--- src/rtl/popcount_accum.sv ---
// Frame-level ones counter: counts set bits per input word and accumulates
// the counts and beats of each din_last-delimited frame into a held result.
module popcount_accum #(
    parameter int WL     = 32,
    parameter int SUM_W  = 16,
    parameter int BEAT_W = 8
) (
    input  logic              clk,
    input  logic              rst,
    input  logic              din_valid,
    output logic              din_ready,
    input  logic [WL-1:0]     din,
    input  logic              din_last,
    output logic              sum_valid,
    input  logic              sum_ready,
    output logic [SUM_W-1:0]  sum,
    output logic [BEAT_W-1:0] beats,
    output logic              sat
);

    localparam int CNT_W = $clog2(WL + 1);

    // valid/ready: a word transfers on a rising edge where din_valid && din_ready;
    // the result transfers where sum_valid && sum_ready. sum/beats/sat hold
    // while sum_valid is high and sum_ready is low, and the whole pipe freezes.
    logic                w_en;
    logic [CNT_W-1:0]    w_pop;

    logic                r_a_valid;
    logic [CNT_W-1:0]    r_a_cnt;
    logic                r_a_last;

    logic [SUM_W-1:0]    r_acc;
    logic [BEAT_W-1:0]   r_bcnt;
    logic                r_sat_acc;

    logic                r_sum_valid;
    logic [SUM_W-1:0]    r_sum;
    logic [BEAT_W-1:0]   r_beats;
    logic                r_sat;

    logic [SUM_W:0]      w_nsum_wide;
    logic                w_sum_sat;
    logic [SUM_W-1:0]    w_nsum;
    logic                w_beat_sat;
    logic [BEAT_W-1:0]   w_nbeats;
    logic                w_nsat;

    assign w_en      = !(r_sum_valid && !sum_ready);
    assign din_ready = w_en && !rst;

    always_comb begin
        w_pop = '0;
        for (int i = 0; i < WL; i++) begin
            w_pop = w_pop + CNT_W'(din[i]);
        end
    end

    // Stage A: register the word's popcount and frame marker.
    always_ff @(posedge clk) begin
        if (rst) begin
            r_a_valid <= 1'b0;
            r_a_cnt   <= '0;
            r_a_last  <= 1'b0;
        end else if (w_en) begin
            r_a_valid <= din_valid && din_ready;
            r_a_cnt   <= w_pop;
            r_a_last  <= din_last;
        end
    end

    // Stage B arithmetic: one extra bit on the sum exposes the overflow.
    always_comb begin
        w_nsum_wide = {1'b0, r_acc} + (SUM_W + 1)'(r_a_cnt);
        w_sum_sat   = w_nsum_wide[SUM_W];
        w_nsum      = w_sum_sat ? {SUM_W{1'b1}} : w_nsum_wide[SUM_W-1:0];
        w_beat_sat  = &r_bcnt;
        w_nbeats    = w_beat_sat ? r_bcnt : r_bcnt + BEAT_W'(1);
        w_nsat      = r_sat_acc || w_sum_sat || w_beat_sat;
    end

    always_ff @(posedge clk) begin
        if (rst) begin
            r_acc       <= '0;
            r_bcnt      <= '0;
            r_sat_acc   <= 1'b0;
            r_sum_valid <= 1'b0;
            r_sum       <= '0;
            r_beats     <= '0;
            r_sat       <= 1'b0;
        end else if (w_en) begin
            // w_en with sum_valid high means the result is being taken now.
            if (r_sum_valid) begin
                r_sum_valid <= 1'b0;
            end
            if (r_a_valid) begin
                if (r_a_last) begin
                    r_sum       <= w_nsum;
                    r_beats     <= w_nbeats;
                    r_sat       <= w_nsat;
                    r_sum_valid <= 1'b1;
                    r_acc       <= '0;
                    r_bcnt      <= '0;
                    r_sat_acc   <= 1'b0;
                end else begin
                    r_acc     <= w_nsum;
                    r_bcnt    <= w_nbeats;
                    r_sat_acc <= w_nsat;
                end
            end
        end
    end

    assign sum_valid = r_sum_valid;
    assign sum       = r_sum;
    assign beats     = r_beats;
    assign sat       = r_sat;

endmodule
--- config.mk ---
export PLATFORM = sky130hd
export DESIGN_NAME = popcount_accum
export DESIGN_NICKNAME = d
export VERILOG_FILES = /design/src/rtl/popcount_accum.sv
export SDC_FILE = /design/constraint.sdc
export NUM_CORES = 1
export LEC_CHECK = 0
export CAP_MARGIN = 20
export CELL_PAD_IN_SITES_DETAIL_PLACEMENT = 1
export CELL_PAD_IN_SITES_GLOBAL_PLACEMENT = 2
export CORE_MARGIN = 10
export CORE_UTILIZATION = 32
export CTS_CLUSTER_SIZE = 12
export DETAILED_ROUTE_END_ITERATION = 6
export PLACE_DENSITY = 0.89
export SYNTH_ARGS = -nofsm -noshare
export SYNTH_HDL_FRONTEND = slang
export SYNTH_SLANG_ARGS = --single-unit
--- constraint.sdc ---
create_clock -name clk -period 7.5 [get_ports clk]
set_input_delay 1.125 -clock clk [delete_from_list [all_inputs] [get_ports clk]]
set_output_delay 1.125 -clock clk [all_outputs]
set_load 0.03 [all_outputs]
==> results of run 1 <==
layout make-up:
class                   count  area (um^2)  area share (%)
multi-input cells         318         2300            47.3
flip-flops and latches     59         1180            24.3
repair buffers             66          668            13.7
clock buffers              12          256            5.27
inverters                  62          233            4.78
well taps                 143          179            3.68
clock inverters             4         48.8            1.00
cell usage in the layout (no fill, tap or decap), types with 6 or more instances in the layout:
cell type        instances
nor3_1                  27
o21ai_0                 10
inv_1                   62
nand3_1                 11
nand2b_1                 6
o211ai_1                 6
clkdlybuf4s50_1         62
a21oi_1                 40
o21ai_1                  6
fa_1                    25
nand2_1                 38
dfxtp_1                 59
xnor2_1                  7
nor2_1                  39
a211oi_1                 7
ha_1                    14
clkbuf_16                9
power by group:
| group | leakage [nW] | switching [mW] | internal, mW |
|---|---|---|---|
| combinational | 1.24 | 0.350 | 0.313 |
| sequential | 0.479 | 0.0129 | 0.338 |
| clock | 0.153 | 0.143 | 0.274 |
| total | 1.87 | 0.506 | 0.925 |
flip-flops by register name, summed over array words and instances, names as in the netlist:
name,cells
r_a_valid,1
r_a_last,1
r_bcnt,8
sum_valid,1
beats,8
r_acc,16
sat,1
sum,16
r_sat_acc,1
r_a_cnt,6
cell families (layout without fill, tap and decap cells):
group                      Yosys count  after routing  synth area share (%)
AOI/OAI and AO/OA                  109            109                  19.1
xor gates and xnor gates             8              8                  1.82
adders and majority gates           39             39                  17.6
buffers and inverters               89            144                  9.53
DFF                                 59             59                  30.7
muxes                                4              4                  1.11
and+or+nand+nor                    158            158                  20.2
stage by stage:
stage               worst slack [ns]  hold slack (ns)  instances  power, mW
floorplan                       1.92            0.426        466      0.853
global placement                1.35            0.436        647      0.983
detailed placement              1.18            0.440        648       1.03
CTS                             1.52            0.448        664       1.46
global route                    1.35            0.472        664       1.57
finish                          1.57            0.449        664       1.43
worst register-to-register path, delay by kind of cell, from the launching register on:
family / cells / cell delay, ns
adder cells (fa/ha/maj): 2 / 0.59
buffers and inverters: 1 / 0.06
AO/OA/AOI/OAI: 3 / 1.38
flip-flops: 1 / 0.34
AND/OR/NAND/NOR: 2 / 0.43
synth_stat cells (7+ instances only):
master     n  area share (%)
a211oi_1   7             1.4
nand3_1   11             1.4
fa_1      25              13
o21ai_0   10             1.3
a21oi_1   40             5.2
nor3_1    27             3.5
inv_1     62             6.0
ha_1      14             4.6
clkbuf_1  14             1.4
dfxtp_1   59              31
nand2_1   38             3.7
nor2_1    39             3.8
xnor2_1    7             1.6
routing by layer:
metal	share of wire, %	wire (um)	up-vias
li1	-	-	1692
met1	43	4710	1680
met2	50	5470	76
met3	5.6	613	13
met4	1.5	161	0
met5	0	0	-
worst min-delay path by stage:
stage | endpoint | cells after the start | slack, ns | startpoint
after floorplan | r_sat_acc$_SDFFE_PP0P_ | 2 | 0.43 | r_sat_acc$_SDFFE_PP0P_
after global placement | r_sat_acc$_SDFFE_PP0P_ | 2 | 0.44 | r_sat_acc$_SDFFE_PP0P_
after detailed placement | r_sat_acc$_SDFFE_PP0P_ | 2 | 0.44 | r_sat_acc$_SDFFE_PP0P_
after CTS | r_sat_acc$_SDFFE_PP0P_ | 2 | 0.45 | r_sat_acc$_SDFFE_PP0P_
after global routing | r_sat_acc$_SDFFE_PP0P_ | 2 | 0.47 | r_sat_acc$_SDFFE_PP0P_
final | r_sat_acc$_SDFFE_PP0P_ | 2 | 0.45 | r_sat_acc$_SDFFE_PP0P_
==> summary.md, run 1 <==
| Metric | Value |
|---|---|
| Pwr per Cell Area | `between 200 and 300 nW/um^2` |
| Primary FF master, synth | `dfxtp_1` |
| Max-cap violations | `0` |
| Tot GR Track Use | `between 10% and 20%` |
| Post-CTS Setup Inserts | `0` |
| Crit path max fanout | `2` |
| Setup CP Type | `input pin to register` |
| Fillcell total | `roughly 1,400` |
| Synthesis Warnings | `0` |
| Lkg Pwr | `1.87 nW` |
| Die ar. | `~17,000 um^2` |
| Slowest cell on the critical path | `fa_1` |
| Initial DRC count | `around 150` |
| Crit-path max cell delay | `0.57 ns` |
| Nets | `592` |
| Flop2flop setup slack | `roughly 4.6 ns` |
| Critical path buffers and inverters | `4` |
| Final min period | `between 5 and 6 ns` |
| CP Launch Type | `input pin` |
| Worst setup EP type | `register` |
| Post-Synthesis Cells | `between 400 and 500` |
| Slew headroom | `a little over a quarter` |
| Clock root cell | `clkbuf_16` |
| Reg2Reg Depth | `8` |
| DP HPWL | `roughly 8400 um` |
| Die width | `roughly 130 um` |
| Syn-to-layout area delta | `26.5%` |
| Outcome | `finished, final reports clean` |
| Yosys reg bits | `59` |
| DRT Pass-1 Iters | `4` |
| F_max | `about 0.17 GHz` |
| Reg2Reg Launch Point | `r_a_cnt[0]$_SDFFE_PP0N_` |
| Mean post-synth cell area | `between 8 and 9 um^2` |
| Slew Viols, Final | `0` |
| Period utilization | `around four fifths` |
| Synthesized cell area | `around 3800 um^2` |
| Share of cells above drive strength 1 | `between 7 and 8%` |
| Worst R2R End | `sum[7]$_SDFFE_PP0P_` |
| Critical path required time | `around 7.8 ns` |
| Number of H-tree levels | `3` |
| # resized after CTS | `0` |
| Clock buffer depth | `2` |
| Post-synthesis net count | `542` |
| GP Congestion | `around 0.8` |
| Ports | `64` |
| RSZ-0062 raised after global routing | `no` |
| WP data arrival | `between 6 and 7 ns` |
| DRC | `0` |
| Inserted Clock Buffers | `9` |
| Hold-fix buffers, CTS | `0` |
| # rows | `39` |
| Worst Skew | `0.00689 ns` |
| Final wirelength | `~11,000 um` |
| Via/cell ratio | `5.21` |
| Chip height | `130 um` |
| Antenna cell count | `0` |
| GR Layer Usage met1 | `15.1%` |
| Most frequent CP cell | `fa_1` |
| CP Launch Point | `din[0]` |
| CTS tree | `built` |
| Total gr overflow | `0` |
| Core Area | `~12,000 um^2` |
| Grt peak-use layer | `met2` |
| Final setup TNS | `0 ns` |
| Worst-Margin Slew | `~1.1 ns` |
| Initial Util | `about a third` |
| GRT met3 Usage | `3.87%` |
| Last element of the critical path | `r_a_cnt[4]$_SDFFE_PP0N_` |
| Placed inst area | `around 4600 um^2` |
| M2 GR Usage | `23.9%` |
| CP Cell Sequence | `clkdlybuf4s50_1, inv_1, fa_1, fa_1, fa_1, fa_1, fa_1, fa_1, inv_1, ha_1, inv_1, fa_1, nor2b_1, o21a_1, nor3_1, or3b_2, a21oi_1` |
| CP Depth | `17` |
| Post-synth cell types | `just under 60` |
| Clk Latency, worst-skew pair | `approximately 0.33 ns` |
| Routed WL per cell | `16.5 um` |
| EDFF count, synth | `0` |
| Final Hold Vio Count | `0` |
| Final setup violation count | `0` |
| Initial antenna violation count | `0` |
| Vias in the first global route | `roughly 3,700` |
| Via count | `3,461` |
| Clk pin slew, worst setup/hold paths | `roughly 0.050 ns` |
| I/O Buffers | `63` |
| Design Area, Final | `between 4000 and 5000 um^2` |
| Clock sinks | `59` |
| Post-route ant nets | `0` |
| Hold Crit Class | `register to register` |
| Register area share after synthesis | `approximately 30%` |
| First-pass GRT wire length | `18,400 um` |
| Post-synth ARST share | `0%` |
| Peak supply drop | `between 0.0001 and 0.00015 V` |
| Util after Layout | `approximately two fifths` |
| Largest net degree at the start of global routing | `56` |
| CP top delay family | `adder cells` |
No activity file was read; power rests on OpenSTA's default activity.
==> run 2: changes to the inputs <==
clock period = 6.05 ns   (was 7.5 ns; I/O delays follow)
==> summary.md, run 2 (synthesized netlist as in run 1, its figures left out) <==
| Metric | Value |
|---|---|
| Clock sinks | `59 (unchanged)` |
| Crit path max fanout | `2 (unchanged)` |
| WP data arrival | `5.95 ns (was 6.18 ns)` |
| Die width | `130 um (unchanged)` |
| Worst setup EP type | `register (unchanged)` |
| Ports | `64 (unchanged)` |
| Util after Layout | `42.0% (was 41.9%)` |
| DRT Pass-1 Iters | `4 (unchanged)` |
| Critical path required time | `6.30 ns (was 7.75 ns)` |
| Reg2Reg Depth | `8 (unchanged)` |
| Fillcell total | `1,386 (was 1,397)` |
| Syn-to-layout area delta | `26.8% (was 26.5%)` |
| Logic pwr share | `45.6% (was 46.4%)` |
| Sw power | `0.634 mW (was 0.506 mW)` |
| Clk pin slew, worst setup/hold paths | `0.05 ns (about the same)` |
| Final setup violation count | `0 (unchanged)` |
| Max-cap violations | `0 (unchanged)` |
| Slew headroom | `24.7% (was 26.5%)` |
| Worst-Margin Slew | `1.13 ns (was 1.10 ns)` |
| Lkg Pwr | `1.87 nW (about the same)` |
| Hold Crit Class | `register to register (unchanged)` |
| WHS | `0.448 ns (was 0.449 ns)` |
| Area of the multi-input gates | `2300 um^2 (unchanged)` |
| Die ar. | `16,800 um^2 (unchanged)` |
| Pwr per Cell Area | `369 nW/um^2 (was 294 nW/um^2)` |
| F_max | `0.176 GHz` |
| Last element of the critical path | `r_a_cnt[4]$_SDFFE_PP0N_ (unchanged)` |
| Vias in the first global route | `3,759 (was 3,744)` |
| Inserted Clock Buffers | `9 (unchanged)` |
| Total gr overflow | `0 (unchanged)` |
| Post-route ant nets | `0 (unchanged)` |
| Clock buffer depth | `2 (unchanged)` |
| Sw frac | `35.3% (about the same)` |
| GP Congestion | `0.797 (about the same)` |
| Final Hold Vio Count | `0 (unchanged)` |
| Nets | `592 (unchanged)` |
| Share of cells above drive strength 1 | `7.29% (was 7.10%)` |
| Number of H-tree levels | `3 (unchanged)` |
| Period utilization | `between 90% and 100%` |
| Worst Skew | `0.00804 ns (was 0.00689 ns)` |
| Worst R2R End | `sum[7]$_SDFFE_PP0P_ (unchanged)` |
| Most frequent cells in the layout | `inv_1, clkdlybuf4s50_1, dfxtp_1 (unchanged)` |
| Via count | `3,471 (was 3,461)` |
| Antenna cell count | `0 (unchanged)` |
| Core Area | `11,600 um^2 (unchanged)` |
| Hold-fix buffers, CTS | `0 (unchanged)` |
| Peak supply drop | `0.000168 V (was 0.000137 V)` |
| Reg2Reg Launch Point | `r_a_cnt[0]$_SDFFE_PP0N_ (unchanged)` |
| Tot GR Track Use | `13.4% (about the same)` |
| Final setup TNS | `0 ns (unchanged)` |
| Via/cell ratio | `5.23 (was 5.21)` |
| Clock power share | `30.3% (was 29.1%)` |
| Pint | `1.16 mW (was 0.925 mW)` |
| Initial DRC count | `151 (was 149)` |
| Slew Viols, Final | `0 (unchanged)` |
| RSZ-0062 raised after global routing | `no (unchanged)` |
| Outcome | `finished, final reports clean (unchanged)` |
| CP Launch Point | `din[0] (unchanged)` |
| DP HPWL | `8400 um (was 8360 um)` |
| Placed inst area | `4560 um^2 (unchanged)` |
| Final wirelength | `11,100 um (was 11,000 um)` |
| Seq. cell area | `1180 um^2 (unchanged)` |
| CP Launch Type | `input pin (unchanged)` |
| Flop2flop setup slack | `3.14 ns (was 4.59 ns)` |
| Initial antenna violation count | `0 (unchanged)` |
| Design Area, Final | `4880 um^2 (was 4870 um^2)` |
| Chip height | `130 um (unchanged)` |
| # resized after CTS | `0 (unchanged)` |
| Final min period | `roughly 5.7 ns` |
| First-pass GRT wire length | `18,300 um (was 18,400 um)` |
| CTS tree | `built (unchanged)` |
| Post-CTS Setup Inserts | `0 (unchanged)` |
| Largest net degree at the start of global routing | `56 (unchanged)` |
| Clock root cell | `clkbuf_16 (unchanged)` |
| Clk Latency, worst-skew pair | `0.33 ns (about the same)` |
| Initial Util | `33.1% (unchanged)` |
| Setup CP Type | `input pin to register (unchanged)` |
| I/O Buffers | `63 (unchanged)` |
| Seq pwr share | `24.2% (was 24.5%)` |
| # rows | `39 (unchanged)` |
| DRC | `0 (unchanged)` |
| Routed WL per cell | `16.7 um (was 16.5 um)` |
-- run 2: power by group through the flow --
stage / registers, mW / clock network [mW] / logic [mW]
2_1_floorplan: 0.446 / 0 / 0.612
3_3_place_gp: 0.441 / 0 / 0.777
3_5_place_dp: 0.443 / 0 / 0.832
4_1_cts: 0.435 / 0.555 / 0.839
5_1_grt: 0.437 / 0.568 / 0.946
6_report: 0.434 / 0.544 / 0.819
-- run 2: how the worst min path moves through the flow --
stage | slack, ns | end | cells past startpoint | startpoint
3_5_place_dp | 0.44 | r_sat_acc$_SDFFE_PP0P_ | 2 | r_sat_acc$_SDFFE_PP0P_
5_1_grt | 0.47 | r_sat_acc$_SDFFE_PP0P_ | 2 | r_sat_acc$_SDFFE_PP0P_
2_1_floorplan | 0.43 | r_sat_acc$_SDFFE_PP0P_ | 2 | r_sat_acc$_SDFFE_PP0P_
3_3_place_gp | 0.44 | r_sat_acc$_SDFFE_PP0P_ | 2 | r_sat_acc$_SDFFE_PP0P_
6_report | 0.45 | r_sat_acc$_SDFFE_PP0P_ | 2 | r_sat_acc$_SDFFE_PP0P_
4_1_cts | 0.45 | r_sat_acc$_SDFFE_PP0P_ | 2 | r_sat_acc$_SDFFE_PP0P_
-- run 2: per-stage QoR --
| stage | setup WS (ns) | power (mW) | instances |
|---|---|---|---|
| 6_report | 0.353 | 1.80 | 664 |
| 5_1_grt | 0.133 | 1.95 | 664 |
| 4_1_cts | 0.295 | 1.83 | 664 |
| 3_5_place_dp | -0.0471 | 1.27 | 648 |
| 3_3_place_gp | 0.113 | 1.22 | 647 |
| 2_1_floorplan | 0.690 | 1.06 | 466 |
-- run 2: routing by layer --
layer	up-vias	track usage, %	wire length, um
li1	1686	-	-
met4	0	3.84	93
met1	1715	14.7	4770
met2	64	24.3	5650
met5	-	0	0
met3	6	4.08	546
-- run 2: worst max-delay path: stages --
cell and delay [ns]:
clkdlybuf4s50_1 0.45, inv_1 0.06, fa_1 0.56, fa_1 0.45, fa_1 0.50, fa_1 0.51
fa_1 0.53, fa_1 0.40, inv_1 0.06, ha_1 0.16, inv_1 0.06, fa_1 0.40
nor2b_1 0.14, o21a_1 0.14, nor3_1 0.04, or3b_2 0.43, a21oi_1 0.14
-- run 2: layout make-up --
type | count | share of cell area, %
tap | 143 | 3.67
clock buffer | 9 | 4.62
inverter | 62 | 4.77
sequential | 59 | 24.2
timing repair buffer | 66 | 13.7
multi-input combinational | 318 | 47.2
clock inverter | 7 | 1.87
